<file path="config.mk">
export PLATFORM = sky130hd
export DESIGN_NAME = timer_multi_ch
export DESIGN_NICKNAME = d
export VERILOG_FILES = /design/src/rtl/timer_multi_ch.sv
export SDC_FILE = /design/constraint.sdc
export NUM_CORES = 1
export LEC_CHECK = 0
export CAP_MARGIN = 20
export CORE_MARGIN = 3
export CORE_UTILIZATION = 25
export CTS_CLUSTER_SIZE = 20
export DETAILED_ROUTE_END_ITERATION = 16
export GPL_ROUTABILITY_DRIVEN = 0
export MAX_ROUTING_LAYER = met4
export PLACE_DENSITY = 0.49
export SLEW_MARGIN = 20
export SYNTH_ARGS = -nofsm -noshare
export SYNTH_HDL_FRONTEND = slang
export SYNTH_SLANG_ARGS = --single-unit
</file>
<file path="constraint.sdc">
create_clock -name clk -period 5.24 [get_ports clk]
set_clock_uncertainty 0.05 [all_clocks]
set_input_delay 1.572 -clock clk [delete_from_list [all_inputs] [get_ports clk]]
set_output_delay 1.572 -clock clk [all_outputs]
set_load 0.02 [all_outputs]
</file>
<file path="src/rtl/timer_multi_ch.sv">
// Multi-channel interval timer: one shared prescaler drives NUM_CH independent
// periodic/one-shot counters with expiry pulses, sticky flags and a combined irq.
module timer_multi_ch #(
    parameter int unsigned NUM_CH     = 4,
    parameter int unsigned CNT_W      = 16,
    parameter int unsigned PRESCALE_W = 8
) (
    input  logic                    clk,
    input  logic                    rst,
    input  logic [PRESCALE_W-1:0]   prescale_div,
    input  logic [NUM_CH-1:0]       ch_ena,
    input  logic [NUM_CH-1:0]       ch_clr,
    input  logic [NUM_CH-1:0]       ch_mode,
    input  logic [NUM_CH*CNT_W-1:0] ch_period,
    input  logic [NUM_CH-1:0]       ch_irq_en,
    input  logic [NUM_CH-1:0]       ch_flag_clr,
    output logic [NUM_CH-1:0]       ch_tick,
    output logic [NUM_CH-1:0]       ch_busy,
    output logic [NUM_CH-1:0]       ch_flag,
    output logic [NUM_CH*CNT_W-1:0] ch_cnt,
    output logic                    irq
);

    typedef enum logic [1:0] {
        ST_IDLE = 2'd0,
        ST_RUN  = 2'd1,
        ST_DONE = 2'd2
    } ch_state_t;

    logic [PRESCALE_W-1:0] pre_cnt;
    logic                  tick;

    // Shared prescaler; '>=' makes a lowered divisor wrap on the next clock.
    assign tick = (pre_cnt >= prescale_div);

    always_ff @(posedge clk) begin : prescaler
        if (rst) begin
            pre_cnt <= '0;
        end else if (tick) begin
            pre_cnt <= '0;
        end else begin
            pre_cnt <= pre_cnt + PRESCALE_W'(1);
        end
    end

    for (genvar i = 0; i < NUM_CH; i++) begin : g_ch
        ch_state_t        state;
        logic [CNT_W-1:0] cnt;
        logic [CNT_W-1:0] period_q;
        logic [CNT_W-1:0] period_in;
        logic             tick_q;
        logic             busy_q;

        assign period_in = ch_period[i*CNT_W +: CNT_W];

        // Per-channel FSM; clear beats everything, disable beats expiry.
        always_ff @(posedge clk) begin : fsm
            if (rst) begin
                state    <= ST_IDLE;
                cnt      <= '0;
                period_q <= '0;
                tick_q   <= 1'b0;
                busy_q   <= 1'b0;
            end else begin
                tick_q <= 1'b0;
                if (ch_clr[i]) begin
                    state  <= ST_IDLE;
                    cnt    <= '0;
                    busy_q <= 1'b0;
                end else begin
                    case (state)
                        ST_IDLE: begin
                            if (ch_ena[i]) begin
                                state    <= ST_RUN;
                                period_q <= period_in;
                                cnt      <= '0;
                                busy_q   <= 1'b1;
                            end
                        end
                        ST_RUN: begin
                            if (!ch_ena[i]) begin
                                state  <= ST_IDLE;
                                cnt    <= '0;
                                busy_q <= 1'b0;
                            end else if (tick) begin
                                if (cnt == period_q) begin
                                    tick_q <= 1'b1;
                                    cnt    <= '0;
                                    if (ch_mode[i]) begin
                                        state  <= ST_DONE;
                                        busy_q <= 1'b0;
                                    end else begin
                                        period_q <= period_in;
                                    end
                                end else begin
                                    cnt <= cnt + CNT_W'(1);
                                end
                            end
                        end
                        ST_DONE: begin
                            if (!ch_ena[i]) begin
                                state <= ST_IDLE;
                            end
                        end
                        default: begin
                            state  <= ST_IDLE;
                            cnt    <= '0;
                            busy_q <= 1'b0;
                        end
                    endcase
                end
            end
        end

        assign ch_tick[i]                = tick_q;
        assign ch_busy[i]                = busy_q;
        assign ch_cnt[i*CNT_W +: CNT_W] = cnt;
    end

    // Sticky flags (set wins over clear) and the masked interrupt.
    always_ff @(posedge clk) begin : flags
        if (rst) begin
            ch_flag <= '0;
            irq     <= 1'b0;
        end else begin
            ch_flag <= (ch_flag & ~ch_flag_clr) | ch_tick;
            irq     <= |(ch_flag & ch_irq_en);
        end
    end

endmodule

</file>
* Yosys cells after proc, flatten, opt, wreduce, memory -nomap -nowiden
Cells that the tools add are included.
** Word-level totals
- Latch bits :: 0
- Logic and storage cells :: 232
- Flip-flop bits (word level) :: 157
- ROM bits :: 0
- Bits in writable memories :: 0
- Memories kept :: 0
- Output and inout port bits :: 77
** Cells by class
- Shift operators :: 0
- Bitwise logic cells :: 21
- $mul :: 0
- Muxes and demuxes :: 100
- Equality and inequality tests :: 48
- Reductions and logical operators :: 34
- $add $sub $neg :: 5
- Order comparisons :: 1
- Divide/modulo/power cells :: 0
** Operator list (count)
- $mux 16 :: 36
- $pmux 16 s3 :: 4
- $pmux 16 s2 :: 4
- $add 16x1->16 const B :: 4
- $eq 16x16->1 :: 4
- $mux 2 :: 24
- $ne 2x2->1 const B :: 24
- $reduce_and 5->1 :: 8
- $ne 3x3->1 const B :: 12
- $reduce_and 7->1 :: 4
- $mux 1 :: 24
- $pmux 2 s3 :: 4
- $reduce_or 5->1 :: 4
- $not 1->1 :: 17
- $pmux 1 s3 :: 4
- $reduce_and 3->1 :: 4
- $reduce_or 2->1 :: 5
- $add 8x1->8 const B :: 1
- $and 4x4->4 :: 2
- $eq 2x1->1 const B :: 4
- $eq 2x2->1 const B :: 4
- $ge 8x8->1 :: 1
- $logic_not 2->1 :: 4
- $reduce_bool 2->1 :: 4
- 3 further kinds :: 3

* Depth between registers and ports, before layout
- Depth in word-level cells :: 5
- Mapped depth :: 11
- Gate-level depth less buffers :: 8

* Worst setup path after synthesis
Ideal clock, no wire load.
- Kind :: input -> register
- Start :: input port prescale_div[0]
- End :: register g_ch[0].period_q[10]
- Library setup time :: 72 ps
- Arrival time :: 3544 ps
- Path slack :: 1574 ps
- Stages :: 9
- Buffers on the path :: 2
- Cell sequence :: ha_1 > nand2b_1 > a2111oi_4 > o211ai_1 > and3_1 > clkbuf_1 > a21oi_4 > buf_6 > mux2i_1
** Between the ends
- Word-level cells in the longest chain between the ends :: 3
** Ends and longest elaborated chain
- start, declared :: line 10 : input logic [PRESCALE_W-1:0] prescale_div,
- $ge 8x8->1 :: line 34 : assign tick = (pre_cnt >= prescale_div);
- $ne 2x2->1 (no line)
- $reduce_and 7->1 (no line)
- end signal, assigned :: line 75 : period_q <= period_in;
- end signal, assigned :: line 93 : period_q <= period_in;
- end, declared :: line 49 : logic [CNT_W-1:0] period_q;
No other way between the ends.
A chain may end at the register's enable or synchronous reset.

* Worst setup path after layout
- Start :: input port prescale_div[6]
- End :: register g_ch[0].period_q[4]
The elaborated chain is that of the path after synthesis.

==> summary.md <==
| Metric | Value |
|---|---|
| Slew @ Worst Pin | 0.841 ns |
| Area grow syn2layout | 33.2% |
| Final min period | 4.46 ns |
| Final wirelength | 24100 um |
| Root buffer cell | clkbuf_16 |
| Area after DPL | 0.0102 mm2 |
| Gr busiest metal | met2 |
| Synthesized area per cell | 8.90 um2 |
| Final period util | between 80% and 90% |
| Htree depth | 4 |
| NetSw | roughly 710 uW |
| Count of flip-flops with a built-in enable after synthesis | 0 |
| Initial antenna violation count | 2 |
| Number of max-cap violations | 0 |
| First-pass iteration count of the detailed router | 5 |
| Min-delay worst type | register to register |
| Largest family of logic cells by synthesized area | simple AND/OR/NAND/NOR gates |
| Arr. time, crit path | ~4.8 ns |
| Met3 Use GR | ~3.2% |
| Share of layout cells above drive strength 1 | between 5 and 6% |
| Fmax | 0.224 GHz |
| Highest-delay cell along the critical path | a21oi_4 |
| Pins Over Slew Limit | 0 |
| Clock sink total | 157 |
| Most frequent cells in the layout | 169 x clkdlybuf4s50_1, 157 x dfxtp_1, 132 x nand2b_1, 68 x xnor2_1, 66 x mux2i_1 |
| Routed Antenna Nets | 0 |
| Synth Cell Area | 0.00815 mm2 |
| CP required | about 5.5 ns |
| Final Setup Violations | 0 |
| RR Startpoint | pre_cnt[6]$_SDFF_PP0_ |
| Gate power share | 10.3% |
| Seq/Total Area, Yosys | 38.6% |
| Simple-Gate Fraction of Synth Area | 25.9% |
| Hold Crit Start | pre_cnt[0]$_SDFF_PP0_ |
| Reg2reg end | g_ch[0].period_q[4]$_SDFFE_PP0P_ |
| Vias in the first global route | just under 7000 |
| PortBufs | 170 |
| CP max stage delay | approximately 0.64 ns |
| Syn nets | 1023 |
| WL/cell | 15.9 um |
| Cts-stage hold buffer count | 0 |
| Slew margin rel. | 43.7% |
| Worst setup path startpoint | prescale_div[6] |
| DRT iter0 DRCs | 328 |
| Largest net degree at the start of global routing | 90 |
| Final Hold Fails | 0 |
| Xor/xnor share of the synthesized area | 8.81% |
| First-pass GRT wire length | 38400 um |
| Net Sw Frac | between 20% and 30% |
| DRC | 0 |
| Yosys reg bits | 157 |
| All-Layer GR Usage | 14.2% |
| PwrDens | ~270 mW/mm2 |
| Final instance area | 0.0109 mm2 |
| I/O Pins | between 150 and 200 |
| Clock buffer count from CTS | 17 |
| Worst Setup End Kind | register |
| Lkg Pwr | 0.00362 uW |
| RSZ-0062 raised after global routing | false |
| Fillers | between 3000 and 4000 |
| Site row count | 65 |
| Synth Area in Compound Gates | 12.4% |
| Post-synthesis mux area share | 8.11% |
| Setup crit start kind | input pin |
| Final TNS setup | 0 ns |
| Synth unique cells | 56 |
| Sequential Power Share | between 40% and 50% |
| Most common cell after layout, fill and taps aside | clkdlybuf4s50_1 |
| Die width | 187 um |
| Critical path, cell by cell | clkdlybuf4s50_1 > inv_1 > ha_1 > a21o_1 > a21oi_1 > o211ai_1 > and3_1 > a21oi_4 > mux2i_1 |
| Dominant synthesized flop cell | dfxtp_1 |
| Gr ovfl total | 0 |
| Post-CTS sizing | 0 |
| Worst VDD drop | 230 uV |
| Max FO, Critical Path | 16 |
| Synth warn | 0 |
| Clock Path Buffers | 2 |
| Layout Nets | around 1200 |
| Clock latency on the worst-skew pair | 0.43 ns |
| Post-DP HPWL | 17900 um |
| Clock share of power | 46.4% |
| R2r setup slk | 2.09 ns |
| Status | completed |
| Die area | about 0.035 mm2 |
| Internal power | 2180 uW |
| Global routing usage on met2 | 21.5% |
| Clk slew on worst S/H paths | around 0.07 ns |
| Core box area | 0.0319 mm2 |
| Via density per instance | 4.57 |
| Syn Inst Count | 916 |
| Worst Hold Depth | 1 |
| Initial Util | approximately a quarter |
| Ys async rst share | 0% |
| WS Path Type | input pin to register |
| Final hold slack | slightly above 0.4 ns |
| TritonCTS clock tree | done |
| GRT met1 Usage | 18.8% |
| Die H | 187 um |
| Worst-case reg-to-reg path depth | 7 |
| Buffer count from post-CTS setup fixing | 0 |
| Synth Area in Adders | under 10% |
| Hold endpoint | pre_cnt[0]$_SDFF_PP0_ |
| Via count | 6928 |
-- worst max-delay path, delay by kind of cell --
kind / cells / cell delay (ns)
compound gates: 4 / 1.76
fa+ha+maj: 1 / 0.30
buf+inv: 2 / 0.49
mux: 1 / 0.26
simple gates: 1 / 0.36
-- worst max path at each step --
stage | cells after the start | slack [ns] | to
after floorplan | 9 | 1.57 | g_ch[0].period_q[10]$_SDFFE_PP0P_
after global placement | 9 | 0.54 | g_ch[0].period_q[3]$_SDFFE_PP0P_
after detailed placement | 9 | 0.39 | g_ch[0].period_q[11]$_SDFFE_PP0P_
after CTS | 9 | 0.84 | g_ch[0].period_q[4]$_SDFFE_PP0P_
after global routing | 9 | 0.55 | g_ch[0].period_q[4]$_SDFFE_PP0P_
final | 9 | 0.78 | g_ch[0].period_q[4]$_SDFFE_PP0P_
-- power by group through the flow --
stage               registers (uW)  clock network (uW)  logic, uW
finish                        1250                1340        297
global route                  1260                1430        328
CTS                           1250                1380        302
detailed placement            1280                   0        300
global placement              1280                   0        299
floorplan                     1270                   0        179
-- cells in the mapped netlist, types with 3 or more instances --
cell type / n / share of area, %
nor2_1: 41 / 1.9
nor2b_1: 4 / 0.31
nand3_1: 26 / 1.6
a31oi_1: 6 / 0.46
o211ai_1: 4 / 0.37
nand4_1: 28 / 2.1
xnor2_1: 68 / 7.3
xor2_1: 14 / 1.5
mux2i_1: 66 / 8.1
o2111ai_1: 3 / 0.32
and3_1: 14 / 1.1
o31ai_1: 18 / 1.7
a21oi_1: 63 / 3.9
inv_1: 24 / 1.1
ha_1: 13 / 2.0
and4_1: 3 / 0.32
buf_4: 11 / 1.0
o21ai_1: 5 / 0.31
dfxtp_1: 157 / 39
or4_1: 19 / 1.8
clkbuf_1: 30 / 1.4
nor3_1: 4 / 0.25
nand2b_1: 132 / 10
buf_2: 4 / 0.25
o21ai_0: 41 / 2.5
nand2_1: 41 / 1.9
or3_1: 32 / 2.5
nor4_1: 6 / 0.46
a21boi_0: 3 / 0.28
-- flip-flops by register name, indices dropped and copies added, names as in the netlist --
signal and flops:
g_ch.cnt 64, g_ch.period_q 64, g_ch.state 8, pre_cnt 8, ch_flag 4, g_ch.busy_q 4
g_ch.tick_q 4, irq 1
-- layout make-up --
type | instances | area [um2] | area share, %
Timing Repair Buffer | 182 | 1790 | 16.5
Antenna cell | 2 | 5.00 | 0.0461
Sequential cell | 157 | 3140 | 28.9
Clock buffer | 18 | 429 | 3.95
Clock inverter | 13 | 191 | 1.76
Inverter | 24 | 90.1 | 0.830
Multi-Input combinational cell | 686 | 4670 | 43.0
Tap cell | 435 | 544 | 5.01
-- cells by family (layout without fill, tap and decap cells) --
family | after synthesis | in the layout
flip-flops | 157 | 157
AO/OA/AOI/OAI | 162 | 162
other | 0 | 2
XOR/XNOR | 82 | 82
adder cells (fa/ha/maj) | 13 | 13
AND/OR/NAND/NOR | 363 | 363
buffers and inverters | 73 | 237
multiplexers | 66 | 66
-- stage by stage --
step | std cells | total power, uW | util [%] | setup WS, ns
after CTS | 1515 | 2940 | 34.0 | 0.836
after floorplan | 916 | 1450 | - | 1.57
after global placement | 1484 | 1580 | 32.1 | 0.536
after global routing | 1517 | 3010 | 34.1 | 0.554
after detailed placement | 1484 | 1580 | 32.1 | 0.389
final | 1517 | 2890 | 34.1 | 0.775
-- metal layers --
layer,vias to the layer above,wire (um)
met5,-,0
met4,0,459
met3,23,1080
met2,161,10700
met1,3207,11900
li1,3537,-
Power figures use the tool's default switching activity.
